## src/rtl/status_led_ctrl_pkg.sv

```systemverilog
// rtl/status_led_ctrl_pkg.sv - state encodings, LED levels and lamp-test step map for the status LED controller
package status_led_ctrl_pkg;

  typedef enum logic [2:0] {
    ST_OFF    = 3'd0,
    ST_NORMAL = 3'd1,
    ST_WARN   = 3'd2,
    ST_CRIT   = 3'd3,
    ST_TEST   = 3'd4
  } led_state_t;

  localparam logic LED_ON  = 1'b1;
  localparam logic LED_OFF = 1'b0;

  typedef struct packed {
    logic g;
    logic a;
    logic b;
  } led_set_t;

  function automatic led_set_t test_step_leds(input logic [1:0] step);
    led_set_t r;
    r.g = LED_OFF;
    r.a = LED_OFF;
    r.b = LED_OFF;
    case (step)
      2'd0: r.g = LED_ON;
      2'd1: r.a = LED_ON;
      2'd2: r.b = LED_ON;
      default: begin
        r.g = LED_ON;
        r.a = LED_ON;
        r.b = LED_ON;
      end
    endcase
    return r;
  endfunction

endpackage

```

## src/rtl/status_led_ctrl_btn_debounce.sv

```systemverilog
// rtl/status_led_ctrl_btn_debounce.sv - panel button synchronizer and debouncer with a one-cycle press pulse
module btn_debounce #(
  parameter int DEB_CYC = 250000
) (
  input  logic SYSCLK,
  input  logic RESET_N,
  input  logic btn_n,
  output logic press
);

  localparam int CW = $clog2(DEB_CYC + 1);
  localparam logic [CW-1:0] CNT_LAST = CW'(DEB_CYC - 1);

  logic          sync1;
  logic          sync2;
  logic          level_n;
  logic [CW-1:0] cnt;

  // cnt runs only while the synchronized input disagrees with the accepted level,
  // so any bounce back to the accepted level restarts the stability window.
  always_ff @(posedge SYSCLK or negedge RESET_N) begin
    if (!RESET_N) begin
      sync1   <= 1'b0;
      sync2   <= 1'b0;
      level_n <= 1'b0;
      cnt     <= '0;
      press   <= 1'b0;
    end else begin
      sync1 <= btn_n;
      sync2 <= sync1;
      press <= 1'b0;
      if (sync2 == level_n) begin
        cnt <= '0;
      end else if (cnt == CNT_LAST) begin
        cnt     <= '0;
        level_n <= sync2;
        press   <= ~sync2;
      end else begin
        cnt <= cnt + CW'(1);
      end
    end
  end

endmodule

```

## src/rtl/status_led_ctrl.sv

```systemverilog
// rtl/status_led_ctrl.sv - front-panel LED priority FSM with crit latch, locate timer and lamp test
module status_led_ctrl
  import status_led_ctrl_pkg::*;
#(
  parameter int DEB_CYC   = 250000,
  parameter int LOC_TMO_S = 240
) (
  input  logic       SYSCLK,
  input  logic       RESET_N,
  input  logic       CLK_1HZ,
  input  logic       CLK_2HZ,
  input  logic       CLK_4HZ,
  input  logic       CLK_07S,
  input  logic       PWR_GOOD,
  input  logic       FAULT_WARN,
  input  logic       FAULT_CRIT,
  input  logic       FAULT_CLR,
  input  logic       LAMP_TEST,
  input  logic       LOCATE_BTN_N,
  output logic       LED_GREEN,
  output logic       LED_AMBER,
  output logic       LED_BLUE,
  output logic [2:0] LED_STATE
);

  localparam logic [7:0] LOC_LAST = 8'(LOC_TMO_S - 1);

  logic       pwr_s1, pwr_s;
  logic       warn_s1, warn_s;
  logic       crit_s1, crit_s;
  logic       hz1_d;
  logic       hz1_rise;
  logic       crit_lat;
  logic       loc_press;
  logic       loc_flag;
  logic [7:0] loc_cnt;
  logic       loc;
  led_state_t state;
  led_state_t resolved;
  logic [1:0] step;
  led_set_t   step_leds;

  always_ff @(posedge SYSCLK or negedge RESET_N) begin
    if (!RESET_N) begin
      pwr_s1   <= 1'b0;
      pwr_s    <= 1'b0;
      warn_s1  <= 1'b0;
      warn_s   <= 1'b0;
      crit_s1  <= 1'b0;
      crit_s   <= 1'b0;
      hz1_d    <= 1'b0;
      crit_lat <= 1'b0;
    end else begin
      pwr_s1  <= PWR_GOOD;
      pwr_s   <= pwr_s1;
      warn_s1 <= FAULT_WARN;
      warn_s  <= warn_s1;
      crit_s1 <= FAULT_CRIT;
      crit_s  <= crit_s1;
      hz1_d   <= CLK_1HZ;
      if (crit_s) begin
        crit_lat <= 1'b1;
      end else if (FAULT_CLR) begin
        crit_lat <= 1'b0;
      end
    end
  end

  assign hz1_rise = CLK_1HZ & ~hz1_d;

  btn_debounce #(
    .DEB_CYC (DEB_CYC)
  ) u_loc_deb (
    .SYSCLK  (SYSCLK),
    .RESET_N (RESET_N),
    .btn_n   (LOCATE_BTN_N),
    .press   (loc_press)
  );

  // A press beats the timeout when both land in the same cycle.
  always_ff @(posedge SYSCLK or negedge RESET_N) begin
    if (!RESET_N) begin
      loc_flag <= 1'b0;
      loc_cnt  <= 8'd0;
    end else if (state == ST_OFF) begin
      loc_flag <= 1'b0;
      loc_cnt  <= 8'd0;
    end else if (loc_press) begin
      loc_flag <= ~loc_flag;
      loc_cnt  <= 8'd0;
    end else if (loc_flag && hz1_rise) begin
      if (loc_cnt == LOC_LAST) begin
        loc_flag <= 1'b0;
        loc_cnt  <= 8'd0;
      end else begin
        loc_cnt <= loc_cnt + 8'd1;
      end
    end
  end

  always_comb begin
    resolved = ST_NORMAL;
    if (!pwr_s) begin
      resolved = ST_OFF;
    end else if (crit_lat) begin
      resolved = ST_CRIT;
    end else if (warn_s) begin
      resolved = ST_WARN;
    end
  end

  assign loc       = loc_flag & CLK_2HZ;
  assign step_leds = test_step_leds(step);

  // LEDs are decoded from the state held during this cycle, so they trail LED_STATE by one clock.
  always_ff @(posedge SYSCLK or negedge RESET_N) begin
    if (!RESET_N) begin
      state     <= ST_OFF;
      step      <= 2'd0;
      LED_GREEN <= LED_OFF;
      LED_AMBER <= LED_OFF;
      LED_BLUE  <= LED_OFF;
    end else begin
      if (state == ST_TEST) begin
        if (hz1_rise) begin
          if (step == 2'd3) begin
            state <= resolved;
            step  <= 2'd0;
          end else begin
            step <= step + 2'd1;
          end
        end
      end else if (LAMP_TEST) begin
        state <= ST_TEST;
        step  <= 2'd0;
      end else begin
        state <= resolved;
      end

      case (state)
        ST_NORMAL: begin
          LED_GREEN <= LED_ON;
          LED_AMBER <= LED_OFF;
          LED_BLUE  <= loc;
        end
        ST_WARN: begin
          LED_GREEN <= LED_ON;
          LED_AMBER <= CLK_07S;
          LED_BLUE  <= loc;
        end
        ST_CRIT: begin
          LED_GREEN <= LED_OFF;
          LED_AMBER <= CLK_4HZ;
          LED_BLUE  <= loc;
        end
        ST_TEST: begin
          LED_GREEN <= step_leds.g;
          LED_AMBER <= step_leds.a;
          LED_BLUE  <= step_leds.b;
        end
        default: begin
          LED_GREEN <= LED_OFF;
          LED_AMBER <= LED_OFF;
          LED_BLUE  <= LED_OFF;
        end
      endcase
    end
  end

  assign LED_STATE = state;

endmodule

```

## config.mk

```make
export PLATFORM = sky130hd
export DESIGN_NAME = status_led_ctrl
export DESIGN_NICKNAME = d
export VERILOG_FILES = /design/src/rtl/status_led_ctrl_pkg.sv /design/src/rtl/status_led_ctrl_btn_debounce.sv /design/src/rtl/status_led_ctrl.sv
export SDC_FILE = /design/constraint.sdc
export NUM_CORES = 1
export LEC_CHECK = 0
export CAP_MARGIN = 25
export CORE_MARGIN = 10
export CORE_UTILIZATION = 39
export DETAILED_ROUTE_END_ITERATION = 8
export SYNTH_ARGS = -nofsm -noshare
export SYNTH_HDL_FRONTEND = slang
export SYNTH_SLANG_ARGS = --single-unit
```

## constraint.sdc

```tcl
create_clock -name SYSCLK -period 2.5 [get_ports SYSCLK]
set_clock_uncertainty 0.2 [all_clocks]
set_input_delay 0.25 -clock SYSCLK [delete_from_list [all_inputs] [get_ports SYSCLK]]
set_output_delay 0.25 -clock SYSCLK [all_outputs]
set_load 0.1 [all_outputs]
```

# Yosys cells after proc, flatten, opt, wreduce, memory -nomap -nowiden
# Cells that the tools add are included.
[word_totals]
wordCells = 88
inputBits = 12
register_bits = 47
output_inout_bits = 6
[classes]
bitwise = 6
eq_ne = 12
reduce_logical = 16
n_addsub = 3
muxes = 31
[ops]
columns = ["operator", "n"]
rows = [
  ["$mux 18", 2],
  ["$mux 8", 4],
  ["$add 18x1->18 const B", 1],
  ["$eq 18x18->1 const B", 1],
  ["$mux 2", 7],
  ["$mux 3", 4],
  ["$mux 1", 11],
  ["$add 8x1->8 const B", 1],
  ["$eq 8x8->1 const B", 1],
  ["$reduce_and 2->1", 4],
  ["$reduce_or 2->1", 4],
  ["$eq 3x2->1 const B", 2],
  ["$reduce_bool 3->1", 2],
  ["$eq 2x2->1 const B", 2],
  ["$not 1->1", 4],
  ["$pmux 1 s2", 2],
  ["$reduce_bool 2->1", 2],
  ["$eq 3x1->1 const B", 1],
  ["$eq 3x3->1 const B", 1],
  ["$logic_not 3->1", 1],
  ["$pmux 1 s3", 1],
  ["$reduce_or 3->1", 1],
  ["$add 2x1->2 const B", 1],
  ["$and 1x1->1", 2],
  ["other kinds (6)", 6],
]

# Longest topological paths before layout
[logic_depth]
ltp_word = 6
ltp_mapped = 6
depth_no_buf = 5

# Hierarchy
# Synthesis repeated with hierarchy kept, for this count alone.
[unflattened]
cells_unflattened = 200
hier_area_um2 = 2200.9
[modules_own_cells]
columns = ["mod", "seq_area_each_um2", "n_inst", "area_each_um2", "cells_per_inst"]
rows = [
  ["status_led_ctrl", 625.6, 1, 1144.8, 100],
  ["btn_debounce", 550.5, 1, 1056.0, 100],
]

# Worst setup path before layout
# OpenSTA, ideal clock, no wires.
[synth_path]
path_kind = "reg-to-reg"
start = "register state[2] (netlist: LED_STATE[2])"
end = "register loc_flag"
required_ns = 2.221
arrival_ns = 1.978
path_slack_ns = 0.243
stages_incl_launch_ff = 6
n_path_buf = 1
setup_time_ns = 0.079
period_less_slack_ns = 2.257
cell_sequence = "dfrtp_1 clkbuf_1 nor3_2 or2_2 a21o_1 mux2i_1"
[synth_via]
elab_chain_len = 3
elab_cells_between_ends = 5
classes_between = "1 x mux; 4 x reduce/logical"
[synth_rtl]
columns = ["item", "line_no", "source"]
rows = [
  ["from (decl)", "status_led_ctrl.sv:38", "led_state_t state;"],
  ["from (signal assigned)", "status_led_ctrl.sv:127", "state <= resolved;"],
  ["from (signal assigned)", "status_led_ctrl.sv:137", "state <= resolved;"],
  ["$logic_not 3->1 (*)", "status_led_ctrl.sv:85", "end else if (state == ST_OFF) begin"],
  ["$reduce_bool 3->1 (no source line)", "-", ""],
  ["$reduce_and 2->1 (no source line)", "-", ""],
  ["to (signal assigned)", "status_led_ctrl.sv:89", "loc_flag <= ~loc_flag;"],
  ["to (decl)", "status_led_ctrl.sv:35", "logic loc_flag;"],
]
# Mark *: on every way between the ends. The rest lies on a longest branch, timed or not.
# A chain may end at the register's enable or synchronous reset.

# Final worst setup path
[layout_path]
start = "register u_loc_deb.cnt[0]"
end = "register u_loc_deb.level_n"
[layout_via]
elab_chain_len = 2
[layout_rtl]
columns = ["item", "line_no", "source"]
rows = [
  ["from (decl)", "status_led_ctrl_btn_debounce.sv:17", "logic [CW-1:0] cnt;"],
  ["from (signal assigned)", "status_led_ctrl_btn_debounce.sv:39", "cnt <= cnt + CW'(1);"],
  ["$eq 18x18->1", "status_led_ctrl_btn_debounce.sv:34", "end else if (cnt == CNT_LAST) begin"],
  ["$reduce_and 2->1 (no source line)", "-", ""],
  ["to (signal assigned)", "status_led_ctrl_btn_debounce.sv:36", "level_n <= sync2;"],
  ["to (decl)", "status_led_ctrl_btn_debounce.sv:16", "logic level_n;"],
]
# Every way passes these cells.

==> results.md <==
* Final setup vio count at 0
* Die height at between 90 and 100 microns
* Synth top area share at 53.9%
* H-Tree Depth at 2
* Final hold vios at 0
* Yosys Warn Count at 0
* Hold crit path type: flop to flop
* #FFs+latches synth at 47
* Tmin final at just over 2000 ps
* CP Cell Sequence: ha_1 > nand3_2 > or4_4 > mux2_4
* Syn-to-layout area delta at 15.1%
* GRT Util Overall at under 10%
* Initial antenna violation count at 0
* Antenna-violating nets left at 0
* # diodes at 0
* Flop pwr share at about 48%
* Pleak at 1.10 nW
* WP data arrival at between 2000 and 2500 ps
* Asr flop ratio synth at 100%
* Later-pin clock latency in the skew report at 290 ps
* Area contributors post-synth: dfrtp_1, xnor2_1, nor2_1, ha_1, xor2_1
* Final Util at a little under half
* Internal power at 1.19 mW
* Final wirelength at ~4 mm
* Post-DR vias/cell at roughly 5.1
* Slew Viols, Final at 0
* Vias in the first global route at 1471
* Crit path max fanout at 9
* Fin crit share at between 80% and 90%
* Placer Congestion at slightly below 0.8
* Crit path max-delay cell type: or4_4
* Area leader, netlist: dfrtp_1
* Die ar. at 8990 sq um
* CTS tree: built
* Buf/Inv on CP at 0
* Final HPWL DP at around 2.9 mm
* Switching Fraction at 36.9%
* Nets at 242
* CTS clk-pin slew, worst paths at 80 ps
* Number of clock sinks at between 40 and 50
* CP required at 2490 ps
* Pwr per Cell Area at 753 nW/um^2
* Crit path max-delay family: simple AND/OR/NAND/NOR gates
* Post-Syn Instances at 200
* Worst-Margin Slew at approximately 620 ps
* Core Footprint at roughly 5500 sq um
* Crit end category: flop
* Ports at 18
* Max clock buf depth at 2
* CP startpoint kind: flop
* Max Freq at a little under 0.5 GHz
* Syn_nets at 218
* Total global routing overflow at 0
* Post-Syn Area per Cell at around 11 sq um
* DRC errors left at 0
* Critical path class: flop to flop
* Cell Rows at 27
* NetSw at 699 uW
* CTS root buf: clkbuf_8
* EDFF count, synth at 0
* Worst IR Drop VDD at roughly 0.44 mV
* Status: finished, final reports clean
* Via Count at 1493
* Commonest cells post-synth: dfrtp_1, nor2_1, nand2_1
* Setup total negative slack at 0 ps
* Max Cap Viol at 0
* RSZ-0062 raised after global routing: no
* Register area share after synthesis at a little over half
* Layout cells sized above 1 at 11.7%
* CTS Buf Count at 5
* Clk pwr share at between 20% and 30%
* Synth unique cells at 44
* WL per Instance at ~14 microns
* Global-route wire length before repair at about 6.8 mm
* Max-slew headroom at about 59%
* Total Power at roughly 1.9 mW
* Slowest stage delay, CP at approximately 600 ps
* Initial DRC count at 57
* First-pass detailed-route iteration total at 4
* Post-CTS setup buffers at 0
* Area of the mapped netlist at 2180 sq um
* IO Port Bufs at 17
* Synth Flop Type: dfrtp_1
* Share of total power in combinational logic at 30.3%
* Most common cell in the netlist: dfrtp_1
* Die W at between 90 and 100 microns
* Pin count of the biggest net entering global routing at 29
* Initial Util at about 40%
stage by stage:
stage / instance area [sq um] / worst slack, ps / hold WS (ps) / std cells
final: 2510 / 434 / 152 / 295
after detailed placement: 2430 / 400 / 109 / 288
after floorplan: 2180 / 243 / -246 / 200
after global placement: 2430 / 439 / 103 / 288
after global routing: 2510 / 335 / 159 / 295
after CTS: 2510 / 434 / 155 / 295
power groups by stage:
stage | sequential [mW] | combinational [mW] | clock (mW)
6_report | 0.903 | 0.573 | 0.417
3_5_place_dp | 0.919 | 0.579 | 0
3_3_place_gp | 0.917 | 0.577 | 0
4_1_cts | 0.904 | 0.581 | 0.436
2_1_floorplan | 1.14 | 0.207 | 0
5_1_grt | 0.915 | 0.622 | 0.460
routing by layer:
layer,part of all wire (%),vias up,GRT usage (%),wire length (microns)
met5,0,-,0,0
met4,1.6,0,4.11,64
met3,5.2,7,3.01,206
met2,47,21,15.2,1880
met1,46,715,11.2,1840
li1,-,750,-,-
kinds of logic (layout without fill, tap and decap cells):
| family | after synthesis | after routing | synth area share [%] |
|---|---|---|---|
| xor+xnor | 19 | 19 | 7.63 |
| fa+ha+maj | 6 | 6 | 3.44 |
| flops | 47 | 47 | 53.9 |
| simple gates | 90 | 90 | 22.9 |
| buf+inv | 10 | 33 | 1.89 |
| mux | 3 | 3 | 1.66 |
| compound gates | 25 | 25 | 8.60 |
worst reg2reg max path, stage by stage, from the launching register on:
cell and delay, ps:
dfrtp_1 400, ha_1 220, nand3_2 230, or4_4 600, mux2_4 310
state kept, by name, indices dropped and copies added (netlist names):
signal	count
u_loc_deb.sync1	1
crit_lat	1
LED_AMBER	1
LED_STATE	3
loc_flag	1
crit_s1	1
pwr_s	1
LED_GREEN	1
u_loc_deb.press	1
crit_s	1
warn_s1	1
pwr_s1	1
u_loc_deb.level_n	1
LED_BLUE	1
u_loc_deb.cnt	18
warn_s	1
step	2
u_loc_deb.sync2	1
loc_cnt	8
hz1_d	1
timing repair:
action	4_1_cts	5_1_grt
gates resized for setup	0	0
hold buffers	1	0
hold endpoints to repair	26	0
final timing paths:
path / from / endpoint / slack [ps] / cells past startpoint
min in group asynchronous: RESET_N / loc_cnt[6]$_DFFE_PN0P_ / 300 / 2
min reg2reg: crit_s1$_DFF_PN0_ / crit_s$_DFF_PN0_ / 150 / 0
max reg2reg: u_loc_deb.cnt[0]$_DFF_PN0_ / u_loc_deb.level_n$_DFFE_PN0P_ / 430 / 4
min: crit_s1$_DFF_PN0_ / crit_s$_DFF_PN0_ / 150 / 0
max: u_loc_deb.cnt[0]$_DFF_PN0_ / u_loc_deb.level_n$_DFFE_PN0P_ / 430 / 4
max in group asynchronous: RESET_N / u_loc_deb.cnt[10]$_DFF_PN0_ / 1210 / 3
cells in the final DEF (no fill, tap or decap), types with 2 or more instances in the layout:
cell             instances
dfrtp_1                 47
nor2_1                  25
nand2_1                 14
xnor2_1                 11
nand3_1                 10
clkdlybuf4s50_1         10
buf_4                   10
nor4_1                   8
xor2_1                   8
a21oi_1                  7
ha_1                     6
inv_1                    5
clkbuf_8                 5
nand4_1                  4
nor3_1                   4
o21ai_0                  4
o31ai_1                  4
and3_1                   3
and4_1                   2
nor3b_1                  2
nor2b_1                  2
or4_1                    2
or3_1                    2
nand2b_1                 2
o21bai_1                 2
a22o_1                   2
area by class of cell:
cell class / count / area, sq um
inverters: 5 / 18.8
flip-flops and latches: 47 / 1180
multi-input cells: 143 / 965
repair buffers: 22 / 190
clock buffers: 6 / 72.6
well taps: 72 / 90.1
fillers: 522 / 2960
(Power assumes the default switching activity.)
